--- src/rtl/pc_pkg.sv ---
// Shared definitions for the instruction-fetch controller: datapath width,
// PC step, reset PC default and the three-state fetch FSM encoding.
package pc_pkg;

    localparam int PC_W = 32;

    localparam logic [PC_W-1:0] PC_STEP          = 32'd4;
    localparam logic [PC_W-1:0] RESET_PC_DEFAULT = 32'h0000_0000;

    typedef enum logic [1:0] {
        IDLE  = 2'd0,
        FETCH = 2'd1,
        HOLD  = 2'd2
    } fetch_state_e;

    // A PC is usable only when it points at a 32-bit word boundary.
    function automatic logic is_word_aligned(input logic [PC_W-1:0] addr);
        return (addr[1:0] == 2'b00);
    endfunction

endpackage

--- src/rtl/pc_plus4.sv ---
// Sequential-PC incrementer: adds PC_STEP, wrapping modulo 2^PC_W.
module pc_plus4
    import pc_pkg::*;
(
    input  logic [PC_W-1:0] pc_in,
    output logic [PC_W-1:0] pc_out
);

    // The carry out of the top bit is dropped on purpose so the PC wraps.
    assign pc_out = pc_in + PC_STEP;

endmodule

--- src/rtl/pc_fetch_ctrl.sv ---
// Instruction-fetch controller: walks the PC, issues one memory request at a
// time, holds each returned word until decode takes it, and honours
// branch/jump redirects with priority over memory and decode handshakes.
module pc_fetch_ctrl
    import pc_pkg::*;
#(
    parameter logic [PC_W-1:0] RESET_PC = RESET_PC_DEFAULT
) (
    input  logic            clk,
    input  logic            reset,
    input  logic            run,
    output logic            imem_req,
    output logic [PC_W-1:0] imem_addr,
    input  logic            imem_ack,
    input  logic [PC_W-1:0] imem_rdata,
    input  logic            redirect_valid,
    input  logic [PC_W-1:0] redirect_pc,
    output logic            out_valid,
    input  logic            out_ready,
    output logic [PC_W-1:0] out_instr,
    output logic [PC_W-1:0] out_pc,
    output logic            misalign_err
);

    fetch_state_e    state_r;
    logic [PC_W-1:0] pc_r;
    logic [PC_W-1:0] pc_next_s;
    logic            redirect_ok_s;
    logic            redirect_bad_s;

    pc_plus4 u_pc_plus4 (
        .pc_in  (pc_r),
        .pc_out (pc_next_s)
    );

    // The fetch address is always the live PC; only imem_req qualifies it.
    assign imem_addr = pc_r;

    // Split a redirect into an accepted (aligned) or rejected (misaligned) one.
    always_comb begin
        redirect_ok_s  = 1'b0;
        redirect_bad_s = 1'b0;
        if (redirect_valid) begin
            if (is_word_aligned(redirect_pc)) begin
                redirect_ok_s = 1'b1;
            end else begin
                redirect_bad_s = 1'b1;
            end
        end else begin
            redirect_ok_s  = 1'b0;
            redirect_bad_s = 1'b0;
        end
    end

    // Fetch FSM with PC, output-holding registers and registered handshakes.
    always_ff @(posedge clk) begin
        if (!reset) begin
            state_r      <= IDLE;
            pc_r         <= RESET_PC;
            imem_req     <= 1'b0;
            out_valid    <= 1'b0;
            misalign_err <= 1'b0;
            out_instr    <= {PC_W{1'b0}};
            out_pc       <= {PC_W{1'b0}};
        end else begin
            // A rejected redirect is flagged for exactly one cycle.
            misalign_err <= redirect_bad_s;
            case (state_r)
                IDLE: begin
                    if (redirect_ok_s) begin
                        pc_r <= redirect_pc;
                    end
                    if (run) begin
                        state_r  <= FETCH;
                        imem_req <= 1'b1;
                    end else begin
                        state_r  <= IDLE;
                        imem_req <= 1'b0;
                    end
                end
                FETCH: begin
                    if (redirect_ok_s) begin
                        // Any data acked this cycle belongs to the old stream.
                        pc_r     <= redirect_pc;
                        state_r  <= FETCH;
                        imem_req <= 1'b1;
                    end else if (imem_ack) begin
                        out_instr <= imem_rdata;
                        out_pc    <= pc_r;
                        pc_r      <= pc_next_s;
                        state_r   <= HOLD;
                        imem_req  <= 1'b0;
                        out_valid <= 1'b1;
                    end else begin
                        state_r  <= FETCH;
                        imem_req <= 1'b1;
                    end
                end
                HOLD: begin
                    if (redirect_ok_s || out_ready) begin
                        // Either delivered or flushed; run decides whether to continue.
                        if (redirect_ok_s) begin
                            pc_r <= redirect_pc;
                        end
                        out_valid <= 1'b0;
                        if (run) begin
                            state_r  <= FETCH;
                            imem_req <= 1'b1;
                        end else begin
                            state_r  <= IDLE;
                            imem_req <= 1'b0;
                        end
                    end else begin
                        state_r   <= HOLD;
                        out_valid <= 1'b1;
                    end
                end
                default: begin
                    state_r   <= IDLE;
                    imem_req  <= 1'b0;
                    out_valid <= 1'b0;
                end
            endcase
        end
    end

endmodule

--- config.mk ---
export PLATFORM = sky130hd
export DESIGN_NAME = pc_fetch_ctrl
export DESIGN_NICKNAME = d
export VERILOG_FILES = /design/src/rtl/pc_pkg.sv /design/src/rtl/pc_plus4.sv /design/src/rtl/pc_fetch_ctrl.sv
export SDC_FILE = /design/constraint.sdc
export NUM_CORES = 1
export LEC_CHECK = 0
export CORE_MARGIN = 2
export CORE_UTILIZATION = 44
export CTS_BUF_LIST = sky130_fd_sc_hd__clkbuf_4
export CTS_CLUSTER_DIAMETER = 50
export DETAILED_ROUTE_END_ITERATION = 10
export PLACE_DENSITY = 0.79
export SYNTH_ARGS = -nofsm -noshare
export SYNTH_HDL_FRONTEND = slang
export SYNTH_HIERARCHICAL = 1
export SYNTH_SLANG_ARGS = --single-unit
--- constraint.sdc ---
create_clock -name clk -period 3 [get_ports clk]
set_input_delay 0.75 -clock clk [delete_from_list [all_inputs] [get_ports clk]]
set_output_delay 0.75 -clock clk [all_outputs]
set_load 0.05 [all_outputs]
==> impl_metrics.tcl <==
set metrics [dict create \
    synthSimpleGateAreaFrac_pct 24.9 \
    wl_per_cell_um 15.2 \
    finalWeightedCongestion 0.777 \
    p_leak_nw 2.25 \
    p_per_area_nw_per_um2 465 \
    setup_viol_count_final 0 \
    p_int_mw 1.95 \
    grt_overflow_total 0 \
    crit_path_end_kind "output port" \
    synth_seq_area_share_pct 43.1 \
    grt_max_degree 66 \
    clk_pin_slew_ns 0.15 \
    seqPwrFrac_pct 50.1 \
    post-dp-hpwl_um 9540 \
    cp-endpoint "imem_addr[16]" \
    tns_ns 0 \
    grt_util_all_layers_pct 22.7 \
    nNetsFinal 813 \
    crit_start "imem_addr[16]" \
    ctsResizeCount 0 \
    rows 37 \
    nFillCells 881 \
    final_layout_size_suffix_gt1_share_pct 6.86 \
    fp.dieH_um 107 \
    min_period_over_period_pct 87.7 \
    drtPass1Iterations 5 \
    synth-main-ff-cell "dfxtp_1" \
    worst-path-max-fanout 9 \
    crit_required_ns 2.25 \
    synth_area_leader_cell "dfxtp_1" \
    crit_type "flop to output port" \
    period_minus_slack_ns 2.63 \
    netlist_area_um2 4690 \
    synth-xor-area-share_pct 5.23 \
    fin_cells 880 \
    slowest_delay_ns 0.88 \
    power_frac_comb_pct 28.3 \
    synthAdderAreaFrac_pct 1.33 \
    grt_pass1_wl_um 21200 \
    synth_compound_area_share_pct 19.0 \
    clock_latency_ns 0.45 \
    chipWidth_um 107 \
    tightest_slew_ns 0.580 \
    hold_viol 0 \
    ctsLongestPathBuffers 2 \
    synth.distinct_cells 44 \
    min_path_type "flop to flop" \
    synthTopCellsByCount "nand2_1 (171), a21oi_1 (102), dfxtp_1 (101)" \
    synth_top_family_by_area "simple AND/OR/NAND/NOR gates" \
    ys.warnings.count 6 \
    core_area_um2 10300 \
    antenna_found_initial 1 \
    synthMuxAreaShare_pct 0 \
    r2r_end "imem_addr[24]" \
    htreeDepth 3 \
    rsz0062_at_grt "no" \
    cp_slowest_cell "clkdlybuf4s50_1" \
    fin_area_um2 6570 \
    vias_per_cell 5.36 \
    post_cts_buffers 0 \
    vias 4721 \
    yosysTopAreaCellShare_pct 43.1 \
    antenna_left 0 \
    fin_worst_skew_ns 0.0155 \
    critPathLaunchType "flop" \
    ctsHoldBuffers 0 \
    clock_power_share_pct 21.6 \
    drc 0 \
    switching_share_pct 36.3 \
    crit_chain "clkdlybuf4s50_1" \
    synth-async-reset-ratio_pct 0 \
    drv_cap 0 \
    slew_headroom_pct 61.0 \
    syn-num-nets 664 \
    grt_pass1_vias 4378 \
    maxSlewViolCount 0 \
    status "finished clean" \
    synthToLayoutAreaGrowth_pct 40.0 \
    r2r_cells 7 \
    cts_made_buffers 9 \
    synth_enable_flop_cells 0 \
    max_freq_mhz 380 \
    dr.first_iter.drc_count 301 \
    rrSetupSlack_ns 0.61 \
    cts_tree "built" \
    crit_arrival_ns 1.88 \
    worst-path-stages 1 \
    totalWireLength_um 13400 \
    die-area_um2 11500 \
    synth_most_common_cell "nand2_1" \
    cts.sinks 101 \
    yosys-top-cells-area "dfxtp_1 (43%), nand2_1 (14%), a21oi_1 (11%)" \
    vdd_ir_drop_max_mv 0.243 \
    synth.ff_latch_count 101 \
    path_buf_inv 1 \
    dp.cells 863 \
    switchingPower_mw 1.11 \
    r2r_start "imem_addr[2]" \
    synth_cells 589 \
    start_util_pct 45.5 \
    numPortBuffers 168 \
    crit_family "buffers and inverters" \
    cts-root-buf "clkbuf_4" \
    place_area_um2 6440 \
    ios 169 \
    synth_area_per_cell_um2 7.97 \
    worst_hold_slack_ns 0.463 \
]
==> per-layer routing <==
metal / share of wire, % / track usage (%) / wire [µm]
met1: 44 / 29.4 / 5870
met2: 48 / 38.1 / 6390
met3: 7.1 / 5.39 / 949
met4: 1.1 / 6.03 / 146
met5: 0 / 0 / 0
==> through the flow <==
stage                     total power, mW  setup slack (ns)  util [%]
final                                3.06             0.368      63.7
after CTS                            3.08             0.351      63.6
after floorplan                      2.11             0.736         -
after global routing                 3.20             0.265      63.7
after detailed placement             2.43             0.164      62.4
after global placement               2.41             0.283      62.4
==> power groups by stage <==
stage / clock network (mW) / logic (mW) / registers, mW
after floorplan: 0 / 0.310 / 1.80
after global placement: 0 / 0.851 / 1.55
after detailed placement: 0 / 0.866 / 1.56
after CTS: 0.684 / 0.870 / 1.53
after global routing: 0.736 / 0.921 / 1.55
final: 0.659 / 0.866 / 1.53
==> registers in the layout, indices dropped and copies added, names as in the netlist <==
name          count
imem_addr        32
out_instr        32
out_pc           32
state_r           2
imem_req          1
misalign_err      1
out_valid         1
==> layout make-up <==
| cell class | count | area (µm²) | share of cell area, % |
|---|---|---|---|
| well taps | 136 | 170 | 2.59 |
| repair buffers | 186 | 1850 | 28.2 |
| flip-flops and latches | 101 | 2020 | 30.8 |
| clock buffers | 9 | 67.6 | 1.03 |
| clock inverters | 7 | 57.6 | 0.876 |
| inverters | 7 | 26.3 | 0.400 |
| multi-input cells | 433 | 2370 | 36.1 |
| diodes | 1 | 2.50 | 0.0381 |
==> worst min-delay path by stage <==
stage	endpoint	start	cells past startpoint	slack, ns
after floorplan	imem_req	state_r[0]	3	0.67
after global placement	out_instr[27]	out_instr[27]	2	0.44
after detailed placement	out_pc[0]	out_pc[0]	2	0.45
after CTS	out_pc[0]	out_pc[0]	2	0.46
after global routing	out_instr[7]	out_instr[7]	2	0.49
final	out_pc[0]	out_pc[0]	2	0.46
==> kinds of logic after synthesis <==
kind of cell,count (synthesis)
and+or+nand+nor,258
AOI/OAI and AO/OA,142
DFF,101
buffers and inverters,55
xor gates and xnor gates,28
adders and majority gates,5
==> placed cells by master (no fill, tap or decap), types with 6 or more instances in the layout <==
cell,netlist,routed
inv_1,6,6
xor2_1,7,7
nand4_1,9,9
clkdlybuf4s50_1,0,168
a21oi_1,102,102
nand2_1,171,171
a311oi_1,26,26
clkbuf_4,0,9
dfxtp_1,101,101
buf_4,5,15
xnor2_1,21,21
nor2_1,8,8
nand3_1,42,41
No activity file was read; power rests on OpenSTA's default activity.
==> patch 1: new RTL, config.mk and constraints unchanged <==
Change the package constant `PC_W` from 32 to 64.
--- a/src/rtl/pc_pkg.sv
+++ b/src/rtl/pc_pkg.sv
@@ -2,7 +2,7 @@
 // PC step, reset PC default and the three-state fetch FSM encoding.
 package pc_pkg;
 
-    localparam int PC_W = 32;
+    localparam int PC_W = 64;
 
     localparam logic [PC_W-1:0] PC_STEP          = 32'd4;
     localparam logic [PC_W-1:0] RESET_PC_DEFAULT = 32'h0000_0000;
Interface: changed (5 resized); port bits go from 169 to 329. The function was not compared with the original's and may differ.
==> patch 1 against the unedited design <==
Wire length is 120% higher; clock power is 120% higher; sequential cell count is 96 higher; final area is 99% higher; count of clock-buffer cells in the layout is 9 higher; total power is 100% higher; die area is 88% higher; synthesized area is 92% higher; critical path depth is 1 higher; setup slack worse by 0.16 ns; largest power group unchanged.
==> patch 1: results (changes against the unedited design) <==
Root Driver: clkbuf_4
CTS-repair resized insts: 0 (unchanged)
met2 WL: 14.6 mm (+130%)
Port Buffer Count: 328 (+95%)
pin count of the biggest net entering global routing: 63 (-4.5%)
Max VDD drop: 0.284 mV (+17%)
worst flop-to-flop path startpoint: imem_addr[40]
synth cell count leaders: nand2_1 (341), dfxtp_1 (197), a21oi_1 (196)
met3 wire len: 2.27 mm (+140%)
die area: 21600 um^2 (+88%)
Clock Path Buffers: 2 (unchanged)
run status: finished, final reports clean
Placer Congestion: 0.816 (+5.0%)
met3 Use GR: 6.15% (+0.76 points)
synth unique cells: 46 (+4.5%)
Slew Limit Fails: 0 (unchanged)
first-pass GRT wire length: 46.7 mm (+120%)
H-Tree Level Count: 4 (+1)
Total GRT Usage: 26.3% (+3.6 points)
cts bufs inserted: 17 (+8)
crit-path leading delay family: buffers and inverters
Worst R2R End: imem_addr[53]
Setup Fix Bufs, Post-CTS: 0 (unchanged)
R2R setup slack: 0.24 ns (-0.37 ns)
DR top layer: met4
worst r2r path cells: 7 (unchanged)
Clock Latency Late Sink: 0.61 ns (+0.16 ns)
Async S/R FF share, synth: 0% (unchanged)
Synthesized Nets: 1311 (+97%)
crit path DAT: 2.05 ns (+0.17 ns)
Final #Nets: 1610 (+98%)
initial antenna violation count: 1 (unchanged)
Clock transition at path regs: 0.16 ns
synth top area cells: dfxtp_1 (44%), nand2_1 (14%), a21oi_1 (11%)
Detailed Route Iter0 Violations: 626 (+110%)
Met1 Routed Length: 12.0 mm (+100%)
fraction of layout cells with a size suffix above 1: 6.60% (-0.26 points)
final hold slack: 0.463 ns (+0.000219 ns)
WS Path Type: reg2out
clk_skew: 0.0198 ns (+0.00432 ns)
critical path launch point: imem_addr[2]
Vias/cell: 5.52 (+2.8%)
n_diodes: 0 (-1)
grt met1 use: 31.9% (+2.5 points)
Detail Placement HPWL: 20.5 mm (+110%)
vias in the first global route: 9080 (+110%)
DR WL/cell: 16.9 um (+11%)
Yosys warning count: 6 (unchanged)
largest fanout on the critical path: 6 (-3)
Leak: 4.54 nW (+100%)
final hold violations: 0 (unchanged)
sequential share of the synthesized area: 43.8% (+0.70 points)
CP max stage delay: 0.86 ns (-0.02 ns)
Critical Path End: imem_addr[2]
Slew HR: 51.7% (-9.2 points)
grt met2 use: 46.0% (+7.9 points)
## patch 1: layout make-up
cell class,instances,area (um^2)
clock buffer,18,135
multi-input combinational,869,4640
inverter,11,46.3
sequential,197,3940
fill,1710,7100
tap,270,338
timing repair buffer,375,3810
clock inverter,14,159
## patch 1: worst reg2reg max path, delay by kind of cell, from the launching register on
family | cells | cell delay (ns)
flip-flops | 1 | 0.51
XOR/XNOR | 1 | 0.17
AO/OA/AOI/OAI | 1 | 0.29
AND/OR/NAND/NOR | 5 | 1.71
## patch 1: kinds of logic (layout without fill, tap and decap cells)
family	after synthesis	count (layout)	share of synthesized area, %
fa+ha+maj	5	5	0.695
flops	197	197	43.8
simple gates	535	535	26.8
compound gates	269	269	17.8
buf+inv	106	418	5.06
xor+xnor	60	60	5.83
## patch 1: metrics by stage
step                cell area, um^2  power, mW  std cells  utilization, %  setup slack (ns)
floorplan                      9010       4.05       1172               -             0.473
global placement              12800       4.77       1722            63.3             0.166
detailed placement            12800       4.80       1722            63.3             0.130
CTS                           13100       6.28       1754            64.8             0.157
global route                  13100       6.50       1754            64.8            0.0999
finish                        13100       6.24       1754            64.8             0.203
## patch 1: worst min path at each step
| stage | depth (start not counted) | from | end |
|---|---|---|---|
| global route | 2 | out_pc[38] | out_pc[38] |
| floorplan | 3 | state_r[0] | imem_req |
| detailed placement | 2 | out_pc[38] | out_pc[38] |
| finish | 2 | out_instr[36] | out_instr[36] |
| global placement | 2 | out_instr[42] | out_instr[42] |
| CTS | 2 | out_pc[12] | out_pc[12] |
## patch 1: report_power, final
group	switching [mW]	internal [mW]	leakage (nW)	total, mW
clock	1.02	0.464	0.160	1.48
sequential	0.181	2.77	1.60	2.95
combinational	1.10	0.698	2.77	1.80
total	2.30	3.93	4.54	6.24
==> patch 2: new RTL, config.mk and constraints unchanged <==
Without the edit above. Put one more register stage on the output `misalign_err`, cleared by the reset. The value now appears one clock later. The other outputs are not delayed to match.
--- a/src/rtl/pc_fetch_ctrl.sv
+++ b/src/rtl/pc_fetch_ctrl.sv
@@ -21,6 +21,8 @@
     output logic [PC_W-1:0] out_pc,
     output logic            misalign_err
 );
+
+    logic misalign_err_s0;
 
     fetch_state_e    state_r;
     logic [PC_W-1:0] pc_r;
@@ -59,12 +61,12 @@
             pc_r         <= RESET_PC;
             imem_req     <= 1'b0;
             out_valid    <= 1'b0;
-            misalign_err <= 1'b0;
+            misalign_err_s0 <= 1'b0;
             out_instr    <= {PC_W{1'b0}};
             out_pc       <= {PC_W{1'b0}};
         end else begin
             // A rejected redirect is flagged for exactly one cycle.
-            misalign_err <= redirect_bad_s;
+            misalign_err_s0 <= redirect_bad_s;
             case (state_r)
                 IDLE: begin
                     if (redirect_ok_s) begin
@@ -124,5 +126,13 @@
         end
     end
 
+    always_ff @(posedge clk) begin
+        if (!reset) begin
+            misalign_err <= '0;
+        end else begin
+            misalign_err <= misalign_err_s0;
+        end
+    end
+
 endmodule
 
Behaviour: not the same (Yosys sat finds a counterexample within 4 cycles, from zero or initial values and one cycle with reset low).
==> patch 2 against the unedited design <==
Worst hold slack improved by 0.0013 ns; first-iteration DRC count rose by 12%; setup slack improved by 0.0093 ns; synthesized area rose by 0.56%; count of clock-buffer cells in the layout did not move; highest routed layer unchanged; largest cell class unchanged; critical path depth did not move; sequential cell count rose by 1; final area rose by 0.74%; total power rose by 3.7%; wire length rose by 1.9%; final cell count rose by 0.11%; combinational power rose by 0.5%.
==> patch 2: results (changes against the unedited design) <==
synth top area cells: dfxtp_1 (43%), nand2_1 (14%), a21oi_1 (11%)
largest fanout on the critical path: 8 (-1)
Worst Max-Slew Pin Slew: 0.564 ns (-0.0161 ns)
Synthesized Nets: 666 (+0.30%)
CTS-repair resized insts: 0 (unchanged)
fraction of layout cells with a size suffix above 1: 6.98% (+0.12 points)
n_diodes: 0 (-1)
via count: 4789 (+1.4%)
Total GRT Usage: 22.9% (+0.20 points)
Placer Congestion: 0.787 (+1.4%)
Vias/cell: 5.44 (+1.3%)
sequential share of the synthesized area: 43.3% (+0.18 points)
synth cell count leaders: nand2_1 (171), a21oi_1 (102), dfxtp_1 (102)
first-pass GRT wire length: 21.3 mm (+0.46%)
Detailed Route Iter0 Violations: 338 (+12%)
Period minus WS final: 2.62 ns (-0.00935 ns)
drt total wl: 13.6 mm (+1.9%)
pin count of the biggest net entering global routing: 43 (-35%)
clk_skew: 0.0175 ns (+0.00200 ns)
fillers: 917 (+4.1%)
Clock transition at path regs: 0.17 ns (+0.02 ns)
run status: finished, final reports clean
Max VDD drop: 0.215 mV (-11%)
dpl cells: 865 (+0.23%)
Leak: 2.27 nW (+0.64%)
initial antenna violation count: 0 (-1)
cts bufs inserted: 9 (unchanged)
Detail Placement HPWL: 9.39 mm (-1.6%)
vias in the first global route: 4340 (-0.87%)
Final #Nets: 815 (+0.25%)
## patch 2: cell types whose count changed in the layout (fill, tap and decap cells not counted)
cell	delta
clkinv_2	+1
inv_6	-1
clkinvlp_4	+2
inv_2	-1
clkinv_4	-1
dfxtp_1	+1
clkinv_1	-1
diode_2	-1
bufinv_16	+1
and2_1	+1
## patch 2: metrics by stage
| stage | area, um^2 | setup slack [ns] | utilization [%] |
|---|---|---|---|
| floorplan | 4720 | 0.736 | - |
| global placement | 6470 | 0.245 | 62.4 |
| detailed placement | 6470 | 0.131 | 62.4 |
| CTS | 6620 | 0.358 | 63.9 |
| global route | 6620 | 0.314 | 63.9 |
| finish | 6620 | 0.377 | 63.9 |
## patch 2: area by class of cell
cell class	count	area (um^2)	share of cell area (%)
inverters	7	27.5	0.416
clock inverters	7	81.3	1.23
flip-flops and latches	102	2040	30.8
well taps	136	170	2.57
repair buffers	186	1850	28.0
clock buffers	9	67.6	1.02
multi-input cells	434	2380	35.9
## patch 2: path summary, 6_finish.rpt
kind	from	end	slack, ns	depth (start not counted)
max reg2reg	imem_addr[2]	imem_addr[30]	0.70	7
min reg2reg	out_instr[17]	out_instr[17]	0.46	2
max	imem_addr[9]	imem_addr[9]	0.38	1
min	out_instr[17]	out_instr[17]	0.46	2
## patch 2: where the power goes
part | total [mW] | internal (mW) | switching, mW
combinational | 0.870 | 0.344 | 0.525
sequential | 1.55 | 1.43 | 0.111
clock | 0.755 | 0.264 | 0.491
## patch 2: cells by family after synthesis
logic type               share of synthesized area (%)
adder cells (fa/ha/maj)                           1.33
XOR/XNOR                                          5.20
AO/OA/AOI/OAI                                     18.9
buffers and inverters                             6.47
flip-flops                                        43.3
AND/OR/NAND/NOR                                   24.9
## patch 2: routing by layer
metal / track usage [%] / vias to the layer above / share of wire, %
met3: 3.33 / 19 / 6.8
met1: 29.8 / 2234 / 44
met4: 6.50 / 0 / 1.3
met2: 39.5 / 203 / 48
li1: - / 2333 / -
met5: 0 / - / 0
